===== src/rtl/srt4_ctrl_seq.sv =====
// -----------------------------------------------------------------------------
// srt4_ctrl_seq
//
// Control sequencer for the 8-bit radix-4 SRT divider. It walks the register
// stage (P, A, A', B) through init, normalize, ITER digit iterations, sign
// correction, quotient conversion and remainder denormalize. It does this by
// issuing one-cycle control pulses on ctrl[14:0].
//
// Timing model:
//   - A state visit lasts one clock. The visit makes its decisions from the
//     status inputs it sees during that visit.
//   - The pulses the visit asks for are registered, so they appear on ctrl in
//     the cycle that follows the visit.
//   - Counting the cycle after the edge that accepts start as cycle 0:
//     c0 appears at cycle 1, c1 at cycle 2, the NORM decision at cycle 3 and
//     the first SEL pulse at cycle 4.
//
// Ports:
//   clk     in   1   rising-edge clock
//   rst_n   in   1   asynchronous active-low reset
//   start   in   1   begin a division; accepted only when idle and not busy
//   b_msb   in   1   B[7]; 1 = divisor normalized
//   p_top   in   4   P[6:3], two's-complement estimate t used for digit select
//   p_sign  in   1   P[8], final remainder sign
//   ctrl    out  15  ctrl[i] = ci pulse
//   busy    out  1   high from the cycle after start is accepted until done
//   done    out  1   one-cycle pulse when the result is valid
//   err     out  1   divide-by-zero flag, held until the next accepted start
// -----------------------------------------------------------------------------
module srt4_ctrl_seq #(
    parameter int ITER     = 4,
    parameter int NORM_MAX = 7,
    parameter int CNT_W    = 3
) (
    input  logic        clk,
    input  logic        rst_n,
    input  logic        start,
    input  logic        b_msb,
    input  logic [3:0]  p_top,
    input  logic        p_sign,
    output logic [14:0] ctrl,
    output logic        busy,
    output logic        done,
    output logic        err
);

    typedef enum logic [3:0] {
        S_IDLE,
        S_INIT,
        S_LOADB,
        S_NORM,
        S_SEL,
        S_ADD,
        S_CHK,
        S_CORR,
        S_CINC,
        S_CONV,
        S_DEN,
        S_FIN
    } state_t;

    // Control bit positions.
    localparam int C_INIT  = 0;   // clear P and A', load A with the dividend
    localparam int C_LOADB = 1;   // load B
    localparam int C_NORM  = 2;   // shift P:A and B left by one
    localparam int C_SEL   = 3;   // digit-select strobe
    localparam int C_QP1   = 4;   // digit +1
    localparam int C_QM1   = 5;   // digit -1
    localparam int C_QM2   = 6;   // digit -2
    localparam int C_QP2   = 7;   // digit +2
    localparam int C_ADD   = 8;   // P add/sub enable
    localparam int C_SUB   = 9;   // subtract (positive digit)
    localparam int C_TWOB  = 10;  // use 2B as the operand
    localparam int C_CORR  = 11;  // correction add P <= P + B
    localparam int C_CINC  = 12;  // A' <= A' + 1
    localparam int C_CONV  = 13;  // A <= A - A'
    localparam int C_DEN   = 14;  // remainder denormalize shift

    localparam logic [CNT_W-1:0] ITER_LAST = CNT_W'(ITER - 1);
    localparam logic [CNT_W-1:0] NORM_LIM  = CNT_W'(NORM_MAX);

    state_t            state_q, state_d;
    logic [14:0]       ctrl_q, ctrl_d;
    logic              busy_q, busy_d;
    logic              done_q, done_d;
    logic              err_q, err_d;
    logic [CNT_W-1:0]  icnt_q, icnt_d;
    logic [CNT_W-1:0]  ncnt_q, ncnt_d;
    logic [CNT_W-1:0]  dcnt_q, dcnt_d;

    // The digit chosen in SEL is remembered for the following ADD visit.
    // It is stored as three flags:
    //   q_nz  - the digit is nonzero
    //   q_pos - the digit is positive, so ADD subtracts
    //   q_two - the magnitude is 2, so ADD uses 2B
    logic              q_nz_q, q_nz_d;
    logic              q_pos_q, q_pos_d;
    logic              q_two_q, q_two_d;

    logic signed [3:0] t_est;

    assign t_est = signed'(p_top);

    // ------------------------------------------------------------------
    // Next-state and registered-output logic
    // ------------------------------------------------------------------
    always_comb begin
        state_d = state_q;
        ctrl_d  = '0;
        busy_d  = busy_q;
        done_d  = 1'b0;
        err_d   = err_q;
        icnt_d  = icnt_q;
        ncnt_d  = ncnt_q;
        dcnt_d  = dcnt_q;
        q_nz_d  = q_nz_q;
        q_pos_d = q_pos_q;
        q_two_d = q_two_q;

        case (state_q)
            S_IDLE: begin
                // busy is still high in the cycle that carries done.
                // A start seen in that cycle is ignored.
                busy_d = 1'b0;
                if (start && !busy_q) begin
                    state_d = S_INIT;
                    busy_d  = 1'b1;
                    err_d   = 1'b0;
                end
            end

            S_INIT: begin
                ctrl_d[C_INIT] = 1'b1;
                icnt_d         = '0;
                ncnt_d         = '0;
                dcnt_d         = '0;
                state_d        = S_LOADB;
            end

            S_LOADB: begin
                ctrl_d[C_LOADB] = 1'b1;
                state_d         = S_NORM;
            end

            S_NORM: begin
                if (b_msb) begin
                    state_d = S_SEL;
                end else if (ncnt_q == NORM_LIM) begin
                    // The divisor never normalized, so it is zero.
                    err_d   = 1'b1;
                    state_d = S_FIN;
                end else begin
                    ctrl_d[C_NORM] = 1'b1;
                    ncnt_d         = ncnt_q + 1'b1;
                end
            end

            S_SEL: begin
                ctrl_d[C_SEL] = 1'b1;
                if (t_est >= 4'sd3) begin
                    ctrl_d[C_QP2] = 1'b1;
                    q_nz_d  = 1'b1;
                    q_pos_d = 1'b1;
                    q_two_d = 1'b1;
                end else if (t_est >= 4'sd1) begin
                    ctrl_d[C_QP1] = 1'b1;
                    q_nz_d  = 1'b1;
                    q_pos_d = 1'b1;
                    q_two_d = 1'b0;
                end else if (t_est >= -4'sd1) begin
                    q_nz_d  = 1'b0;
                    q_pos_d = 1'b0;
                    q_two_d = 1'b0;
                end else if (t_est >= -4'sd3) begin
                    ctrl_d[C_QM1] = 1'b1;
                    q_nz_d  = 1'b1;
                    q_pos_d = 1'b0;
                    q_two_d = 1'b0;
                end else begin
                    ctrl_d[C_QM2] = 1'b1;
                    q_nz_d  = 1'b1;
                    q_pos_d = 1'b0;
                    q_two_d = 1'b1;
                end
                state_d = S_ADD;
            end

            S_ADD: begin
                // A zero digit leaves P untouched.
                // The sub and 2B selects only ever ride along with the add enable.
                if (q_nz_q) begin
                    ctrl_d[C_ADD]  = 1'b1;
                    ctrl_d[C_SUB]  = q_pos_q;
                    ctrl_d[C_TWOB] = q_two_q;
                end
                icnt_d = icnt_q + 1'b1;
                if (icnt_q == ITER_LAST) begin
                    state_d = S_CHK;
                end else begin
                    state_d = S_SEL;
                end
            end

            S_CHK: begin
                state_d = p_sign ? S_CORR : S_CONV;
            end

            S_CORR: begin
                ctrl_d[C_ADD]  = 1'b1;
                ctrl_d[C_CORR] = 1'b1;
                state_d        = S_CINC;
            end

            S_CINC: begin
                ctrl_d[C_CINC] = 1'b1;
                state_d        = S_CONV;
            end

            S_CONV: begin
                ctrl_d[C_CONV] = 1'b1;
                state_d        = S_DEN;
            end

            S_DEN: begin
                // Undo exactly as many shifts as normalization applied.
                if (dcnt_q < ncnt_q) begin
                    ctrl_d[C_DEN] = 1'b1;
                    dcnt_d        = dcnt_q + 1'b1;
                end else begin
                    state_d = S_FIN;
                end
            end

            S_FIN: begin
                done_d  = 1'b1;
                state_d = S_IDLE;
            end

            default: begin
                state_d = S_IDLE;
            end
        endcase
    end

    // ------------------------------------------------------------------
    // State and output registers
    // ------------------------------------------------------------------
    always_ff @(posedge clk or negedge rst_n) begin
        if (!rst_n) begin
            state_q <= S_IDLE;
            ctrl_q  <= '0;
            busy_q  <= 1'b0;
            done_q  <= 1'b0;
            err_q   <= 1'b0;
            icnt_q  <= '0;
            ncnt_q  <= '0;
            dcnt_q  <= '0;
            q_nz_q  <= 1'b0;
            q_pos_q <= 1'b0;
            q_two_q <= 1'b0;
        end else begin
            state_q <= state_d;
            ctrl_q  <= ctrl_d;
            busy_q  <= busy_d;
            done_q  <= done_d;
            err_q   <= err_d;
            icnt_q  <= icnt_d;
            ncnt_q  <= ncnt_d;
            dcnt_q  <= dcnt_d;
            q_nz_q  <= q_nz_d;
            q_pos_q <= q_pos_d;
            q_two_q <= q_two_d;
        end
    end

    assign ctrl = ctrl_q;
    assign busy = busy_q;
    assign done = done_q;
    assign err  = err_q;

endmodule


===== config.mk =====
export PLATFORM = sky130hd
export DESIGN_NAME = srt4_ctrl_seq
export DESIGN_NICKNAME = d
export VERILOG_FILES = /design/src/rtl/srt4_ctrl_seq.sv
export SDC_FILE = /design/constraint.sdc
export NUM_CORES = 1
export LEC_CHECK = 0
export ABC_AREA = 1
export CELL_PAD_IN_SITES_DETAIL_PLACEMENT = 0
export CELL_PAD_IN_SITES_GLOBAL_PLACEMENT = 2
export CORE_AREA = 2 2 75 77
export CTS_CLUSTER_DIAMETER = 120
export DETAILED_ROUTE_END_ITERATION = 8
export DIE_AREA = 0 0 77 79
export MAX_ROUTING_LAYER = met4
export PLACE_DENSITY_LB_ADDON = 0.08
export SLEW_MARGIN = 30
export SYNTH_ARGS = -nofsm -noshare
export SYNTH_HDL_FRONTEND = slang
export SYNTH_SLANG_ARGS = --single-unit

===== constraint.sdc =====
create_clock -name clk -period 1.7 [get_ports clk]
set_input_delay 0.255 -clock clk [delete_from_list [all_inputs] [get_ports clk]]
set_output_delay 0.255 -clock clk [all_outputs]
set_load 0.02 [all_outputs]

# Yosys cells after proc, flatten, opt, wreduce, memory -nomap -nowiden
# Cells that the tools add are included.
# W data, S select, Z words.
totals:
  in_bits: 9
  output_inout_bits: 18
  ff_bits: 34
classes:
  n_addsub: 3
  reduce_logical: 11
  eq_ne: 20
  n_mux: 47
  n_lt_le_gt_ge: 5
ops:
  columns: ["operator", "count"]
  rows:
  - ["$pmux W4 S11", 1]
  - ["$mux W1", 26]
  - ["$mux W4", 5]
  - ["$pmux W3 S2", 3]
  - ["$eq A4 B3 Y1 const B", 4]
  - ["$eq A4 B4 Y1 const B", 4]
  - ["$mux W3", 5]
  - ["$ne A2 B2 Y1 const B", 6]
  - ["$add A3 B1 Y3 const B", 3]
  - ["$eq A4 B2 Y1 const B", 2]
  - ["$ge A4 B3 Y1 const B", 2]
  - ["$mux W2", 4]
  - ["$reduce_bool A2 Y1", 4]
  - ["$reduce_and A3 Y1", 2]
  - ["$mux W5", 1]
  - ["$eq A4 B1 Y1 const B", 1]
  - ["$ge A4 B1 Y1 const B", 1]
  - ["$ge A4 B2 Y1 const B", 1]
  - ["$logic_not A4 Y1", 1]
  - ["$pmux W1 S2", 2]
  - ["$reduce_and A4 Y1", 1]
  - ["$eq A3 B2 Y1 const B", 1]
  - ["$eq A3 B3 Y1 const B", 1]
  - ["$lt A3 B3 Y1", 1]
  - ["other kinds (4)", 4]

# Longest topological paths before layout
# Gate-level depths: netlist of the first run.
logic_depth:
  ltp_word: 6
  mapped_depth: 10
  mapped_depth_nobuf: 10

# Worst setup path after synthesis of the first run
# No wires, ideal clock.
synth_timing:
  kind: "reg-to-reg"
  from: "register ncnt_q[2]"
  to: "register state_q[0]"
  synth_period_minus_slack_ps: 1313
  arrival_ps: 1193
  stages_incl_launch_ff: 9
  n_path_buf: 0
  slack_ps: 387
  cell_sequence: "dfrtp_1 -> inv_1 -> ha_1 -> a21oi_1 -> nand2_1 -> nor2_2 -> nor2_1 -> nand2_1 -> nand2_1"
synth_via:
  elab_chain_len: 3
  elab_cells_between_ends: 5
synth_lines:
  columns: ["item", "line", "text"]
  rows:
  - ["start, declared", "88", "logic [CNT_W-1:0] ncnt_q, ncnt_d;"]
  - ["start signal, assigned", "268", "ncnt_q <= ncnt_d;"]
  - ["$lt A3 B3 Y1 or $eq A3 B3 Y1 (tied branches)", "226, 148", null]
  - ["$ne A2 B2 Y1 (no line) or $ne A3 B3 Y1 (tied branches)", null, null]
  - ["$reduce_and A3 Y1 (no line) *", null, null]
  - ["end signal, assigned", "262", "state_q <= state_d;"]
  - ["end, declared", "82", "state_t state_q, state_d;"]
# Every way passes the cells marked *; elsewhere a longest branch is shown, timed or not.
# A chain may end at the register's enable or synchronous reset.

# Final worst setup path of the first run
layout_timing:
  from: "register busy_q, in the netlist busy"
  to: "output port busy"
layout_lines:
  columns: ["item", "line", "text"]
  rows:
  - ["start, declared", "84", "logic busy_q, busy_d;"]
  - ["start signal, assigned", "264", "busy_q <= busy_d;"]
  - ["end, declared", "42", "output logic busy,"]
# No word-level cell between the ends.

==> key figures, run 1 <==
Clock network
  – Skew-Pair Late Insertion Delay: ~0.28 ns
  – Htree depth: 2
  – CTS tree: built
  – CTS-repair resized insts: 0
  – Clock-pin transition on the worst setup and hold timing paths: ~0.07 ns
  – # hold bufs at CTS: 0
  – Sink Count: 34
  – TritonCTS buffer count: 5
  – CTS root buf: clkbuf_8
  – Post-CTS Setup Bufs: 0
  – Max clock buf depth: 2

Route
  – Post-route DRC violation count: 0
  – Vias/cell: ~4.2
  – Total length of routed wires: about 3300 um
  – Routed len/inst: between 10 and 15 um
  – Antenna-violating nets left: 0
  – DRT Pass-1 Iters: 4
  – Vias: between 1,000 and 1,500
  – DRT iter0 DRCs: 76

Logic synthesis
  – Syn Area/Cell: a little under 9 um^2
  – Synth area leader: dfrtp_1
  – Cell area after synthesis: about 1600 um^2
  – Synth Register Bits: 34
  – Largest cells by area after synthesis: dfrtp_1, nand2_1, ha_1
  – Sequential fraction of the synthesis area: 54.1%
  – Synth warn: 0
  – Post-synthesis cell count: 177
  – Syn_nets: between 150 and 200
  – Synth top area share: 54.1%
  – Distinct cells, synth: 23

STA
  – Unrepaired setup endpoints after global routing: no
  – Fmax: about 0.67 GHz
  – Hold Vio Cnt, Final: 0
  – Minimum clock period: approximately 1.5 ns
  – Part of the cycle the worst path needs: about 88%
  – Setup TNS: 0 ns
  – Rel. slew slack: a little over two thirds
  – Clk_skew: 0.00671 ns
  – Least-Margin Pin Slew: about 0.45 ns
  – Slew Viols, Final: 0
  – Final setup violation count: 0

Floorplan
  – Die area: 6080 um^2
  – Rows: 27
  – Core area: roughly 5300 um^2
  – Die Width: roughly 77 um
  – Initial core utilization: 29.5%
  – Number of primary I/O pins: 27
  – Die height: a little under 80 um

GRT
  – Initial antenna violation count: 0
  – Grt ovf: 0
  – First-pass GRT wire length: about 5800 um
  – Pin count of the biggest net entering global routing: 35
  – GR Util All Layers: 12.7%
  – Vias in the first global route: 1,241

Critical path
  – Worst Setup EP: busy
  – RR Endpoint: state_q[0]
  – Worst endpoint required time: approximately 1.4 ns
  – Startpoint types: flop
  – Worst-path maximum fanout: 2
  – Critical path data arrival time: about 1.2 ns
  – CP Depth: 1
  – CP endpoint kind: output pin
  – WS Path Type: reg -> out
  – Slowest Stage Delay on Critical Path: between 0.6 and 0.7 ns
  – Critical Path Start: busy
  – Crit-path slowest cell: clkdlybuf4s50_1
  – CP delay by family, top: buffers and inverters
  – Worst R2R Start: ncnt_q[0]
  – R2R cell count: 8
  – Crit-path cells: clkdlybuf4s50_1
  – Register-to-Register Setup Slack: around 0.26 ns
  – Crit path buf inv count: 1

Pwr
  – Pwr per Cell Area: roughly 1500 nW/um^2
  – Lkg Pwr: 1.04 nW
  – Worst-case vdd ir drop: 0.469 mV

Placement
  – Cells after DPL: 276
  – GPL Wtd Cong: 0.761
  – Number of port buffers: 26
  – HPWL after DPL: around 2500 um

Hold path
  – Worst min-delay path category: in -> async

Finish
  – Layout cells sized above 1: around an eighth
  – N_diodes: 0
  – Most common cell after layout, fill and taps aside: nand2_1
  – Net count, final: 227
  – Final cell count without fillers: ~280
  – Utilization after layout: roughly two fifths
  – Commonest non-fill, non-tap cells in the layout: nand2_1, dfrtp_1, clkdlybuf4s50_1
  – Area Overhead vs Synth: 29.5%

Outcome
  – Status: finished clean

Run
  – Max Cap Viol: 0
synthesized netlist by cell type:
cell type and number:
nor2_4 3, or2_2 1, xnor2_1 1, a21oi_1 1, nor2_2 3, inv_1 21
a21boi_0 1, o21ai_0 4, nor3_2 1, a22o_1 1, nand3_1 14, or2_0 1
ha_1 7, nor2_1 20, nand2_4 2, nand2_1 46, o22ai_1 1, nand3_2 1
inv_2 4, nand2_2 4, dfrtp_1 34, nand4_1 4, o21ai_1 2
layer usage:
metal / routed length (um) / GRT usage (%) / share of wire, %
met1: 1770 / 17.7 / 53
met2: 1390 / 17.4 / 42
met3: 144 / 4.09 / 4.3
met4: 19 / 4.64 / 0.57
met5: 0 / - / 0
flip-flops by register name, summed over array words and instances (netlist names):
register,flops
dcnt_q,3
q_pos_q,1
err,1
state_q,4
ncnt_q,3
icnt_q,3
q_two_q,1
ctrl,15
busy,1
done,1
q_nz_q,1
through the flow:
step	cell area (um^2)	power (W)	hold WS (ns)	setup slack, ns
2_1_floorplan	1570	0.00193	-0.0406	0.387
3_3_place_gp	1930	0.00234	0.463	0.255
3_5_place_dp	1930	0.00234	0.473	0.230
4_1_cts	2040	0.00308	0.395	0.190
5_1_grt	2040	0.00328	0.420	0.0821
6_report	2040	0.00303	0.375	0.210
power breakdown:
part           total [W]  switching [W]  internal, W
registers        0.00117       0.000150      0.00102
logic            0.00115       0.000716     0.000429
clock network   0.000719       0.000281     0.000438
total            0.00303        0.00115      0.00188
layout make-up:
type / instances / area [um^2]
fill: 578 / 3300
sequential: 34 / 851
tap: 72 / 90.1
inverter: 25 / 93.8
multi-input combinational: 118 / 629
timing repair buffer: 27 / 268
clock buffer: 7 / 76.3
clock inverter: 1 / 30.0
how the worst min path moves through the flow:
stage / to / depth (start not counted)
finish: dcnt_q[0] / 2
global placement: err / 2
global route: dcnt_q[0] / 2
CTS: dcnt_q[0] / 2
floorplan: busy / 0
detailed placement: err / 2
cell families (layout without fill, tap and decap cells):
| kind of cell | Yosys count | in the layout | synth area share (%) |
|---|---|---|---|
| adders and majority gates | 7 | 7 | 5.56 |
| buffers and inverters | 25 | 60 | 5.96 |
| DFF | 34 | 34 | 54.1 |
| xor gates and xnor gates | 1 | 1 | 0.557 |
| and+or+nand+nor | 100 | 100 | 30.2 |
| AOI/OAI and AO/OA | 10 | 10 | 3.66 |
worst reg2reg max path, stage by stage (launching register included):
cell and delay (ns):
dfrtp_1 0.41, ha_1 0.21, ha_1 0.21, nor2_1 0.10, nand3_1 0.15, nand2_1 0.11, nor2_1 0.06, nand2_1 0.05
nand2_1 0.05
Note: power is estimated with default switching activity, not from simulation.
==> inputs of run 2 (changes only) <==
- CELL_PAD_IN_SITES_DETAIL_PLACEMENT: 0 -> 1
- CELL_PAD_IN_SITES_GLOBAL_PLACEMENT: 2 -> 1
- CORE_AREA: 2 2 75 77 -> 2 2 67 69
- DIE_AREA: 0 0 77 79 -> 0 0 69 71
==> key figures, run 2 (same netlist as run 1, synthesis figures left out) <==
Pwr
  – Internal power: 0.00186 W (was 0.00188 W)
  – Sequential share of power: 38.5% (about the same)
  – Gate power share: 38.4% (was 37.8%)
  – Worst-case vdd ir drop: 0.539 mV (was 0.469 mV)
  – Switching Fraction: 39.2% (was 37.8%)
  – Lkg Pwr: 1.04 nW (about the same)
  – Total net switching power: 0.00120 W (was 0.00115 W)
  – Pwr per Cell Area: 1510 nW/um^2 (was 1490 nW/um^2)
  – Clock share of power: 23.1% (was 23.7%)

Critical path
  – Crit-path slowest cell: clkdlybuf4s50_1 (unchanged)
  – CP endpoint kind: output pin (unchanged)
  – Slowest Stage Delay on Critical Path: 0.63 ns (was 0.61 ns)
  – CP delay by family, top: buffers and inverters (unchanged)
  – WS Path Type: reg -> out (unchanged)
  – Critical path data arrival time: 1.27 ns (was 1.24 ns)
  – Worst endpoint required time: 1.44 ns (about the same)
  – Startpoint types: flop (unchanged)
  – Crit path buf inv count: 1 (unchanged)
  – Worst-path maximum fanout: 2 (unchanged)
  – Crit-path cells: clkdlybuf4s50_1 (unchanged)

Route
  – Routed len/inst: 14.1 um (was 11.7 um)
  – Total length of routed wires: 3730 um (was 3330 um)
  – DRT iter0 DRCs: 40 (was 76)
  – DRT Pass-1 Iters: 4 (unchanged)
  – Vias/cell: 4.96 (was 4.25)
  – Vias: 1,310 (was 1,206)
  – Antenna-violating nets left: 0 (unchanged)
  – Post-route DRC violation count: 0 (unchanged)

Placement
  – HPWL after DPL: 2830 um (was 2470 um)
  – GPL Wtd Cong: 0.784 (was 0.761)
  – Number of port buffers: 26 (unchanged)
  – Cells after DPL: 256 (was 276)

Floorplan
  – Initial core utilization: 37.4% (was 29.5%)
  – Die height: 71 um (was 79 um)
  – Die Width: 69 um (was 77 um)
  – Rows: 24 (was 27)
  – Die area: 4900 um^2 (was 6080 um^2)
  – Number of primary I/O pins: 27 (unchanged)
  – Core area: 4200 um^2 (was 5340 um^2)

STA
  – Rel. slew slack: 71.1% (was 70.3%)
  – Hold Vio Cnt, Final: 0 (unchanged)
  – Clk_skew: 0.00545 ns (was 0.00671 ns)
  – Slew Viols, Final: 0 (unchanged)
  – Minimum clock period: 1.53 ns (was 1.49 ns)
  – Least-Margin Pin Slew: 0.434 ns (was 0.446 ns)
  – Part of the cycle the worst path needs: 89.8% (was 87.7%)
  – Unrepaired setup endpoints after global routing: no (unchanged)
  – Final setup violation count: 0 (unchanged)
  – Fmax: 0.655 GHz (was 0.671 GHz)
  – Setup TNS: 0 ns (unchanged)

Clock network
  – CTS-repair resized insts: 0 (unchanged)
  – Sink Count: 34 (unchanged)
  – CTS tree: built (unchanged)
  – # hold bufs at CTS: 0 (unchanged)
  – Clock-pin transition on the worst setup and hold timing paths: 0.07 ns (about the same)
  – Htree depth: 2 (unchanged)
  – Max clock buf depth: 2 (unchanged)
  – Post-CTS Setup Bufs: 0 (unchanged)
  – Skew-Pair Late Insertion Delay: 0.29 ns (was 0.28 ns)
  – CTS root buf: clkbuf_8 (unchanged)
  – TritonCTS buffer count: 5 (unchanged)

Finish
  – Largest register FFs: 15 (unchanged)
  – Commonest non-fill, non-tap cells in the layout: nand2_1, dfrtp_1, clkdlybuf4s50_1 (unchanged)
  – Net count, final: 227 (unchanged)
  – Layout cells sized above 1: 13.2% (was 12.3%)
  – Area Overhead vs Synth: 28.1% (was 29.5%)
  – Most common cell after layout, fill and taps aside: nand2_1 (unchanged)
  – N_diodes: 0 (unchanged)
  – Final cell count without fillers: 264 (was 284)
  – Filler Cell Count: 495 (was 578)

GRT
  – GR Util All Layers: 17.5% (was 12.7%)
  – First-pass GRT wire length: 6530 um (was 5820 um)
  – Pin count of the biggest net entering global routing: 35 (unchanged)
  – Vias in the first global route: 1,427 (was 1,241)
  – Grt ovf: 0 (unchanged)
  – Initial antenna violation count: 0 (unchanged)

Hold path
  – Worst min-delay path category: in -> async (unchanged)

Outcome
  – Status: finished clean (unchanged)

Run
  – Max Cap Viol: 0 (unchanged)
-- run 2: changes by cell type in the layout (fill, tap and decap cells not counted) --
cell	previous run	this run
clkbuf_8	5	8
clkbuf_1	2	0
bufinv_16	1	0
-- run 2: area by class of cell --
| type | instances | area [um^2] | share of cell area, % |
|---|---|---|---|
| tap | 52 | 65.1 | 3.23 |
| sequential | 34 | 851 | 42.2 |
| timing repair buffer | 27 | 268 | 13.3 |
| clock buffer | 8 | 110 | 5.46 |
| inverter | 25 | 93.8 | 4.65 |
| multi-input combinational | 118 | 629 | 31.2 |
-- run 2: per-layer routing --
metal	vias up	GRT usage, %	routed length [um]
li1	620	-	-
met1	646	18.5	1560
met2	32	31.1	1930
met3	12	5.13	157
met4	0	6.32	76
met5	-	-	0
-- run 2: power groups by stage --
stage	Clock [W]	Combinational, W	Sequential [W]
4_1_cts	0.000721	0.00120	0.00118
6_report	0.000704	0.00117	0.00117
5_1_grt	0.000764	0.00131	0.00120
3_3_place_gp	0	0.00115	0.00117
3_5_place_dp	0	0.00119	0.00119
2_1_floorplan	0	0.000667	0.00127
-- run 2: path summary, 6_finish.rpt --
kind	endpoint	depth (start not counted)	slack, ns	startpoint
hold / removal	ctrl[11]	2	0.38	rst_n
setup / recovery	err	1	0.17	err
max in group asynchronous	q_pos_q	2	1.01	rst_n
hold reg to reg	err	2	0.50	err
setup reg to reg	state_q[0]	8	0.23	ncnt_q[2]
min in group clk	err	2	0.50	err
-- run 2: stage by stage --
stage                     hold slack, ns  util [%]  total power (W)  area [um^2]  worst slack, ns
final                              0.380      48.0          0.00305         2020            0.174
after global placement             0.457      45.4          0.00232         1910            0.271
after global routing               0.427      48.0          0.00328         2020           0.0691
after detailed placement           0.479      45.4          0.00238         1910            0.200
after CTS                          0.398      48.0          0.00310         2020            0.169
after floorplan                  -0.0406         -          0.00193         1570            0.387
==> inputs of run 3 (changes only) <==
- REMOVE_ABC_BUFFERS: not set -> 1
==> results of run 3 <==
The final DEF is identical to that of run 2; final timing and power are the same.
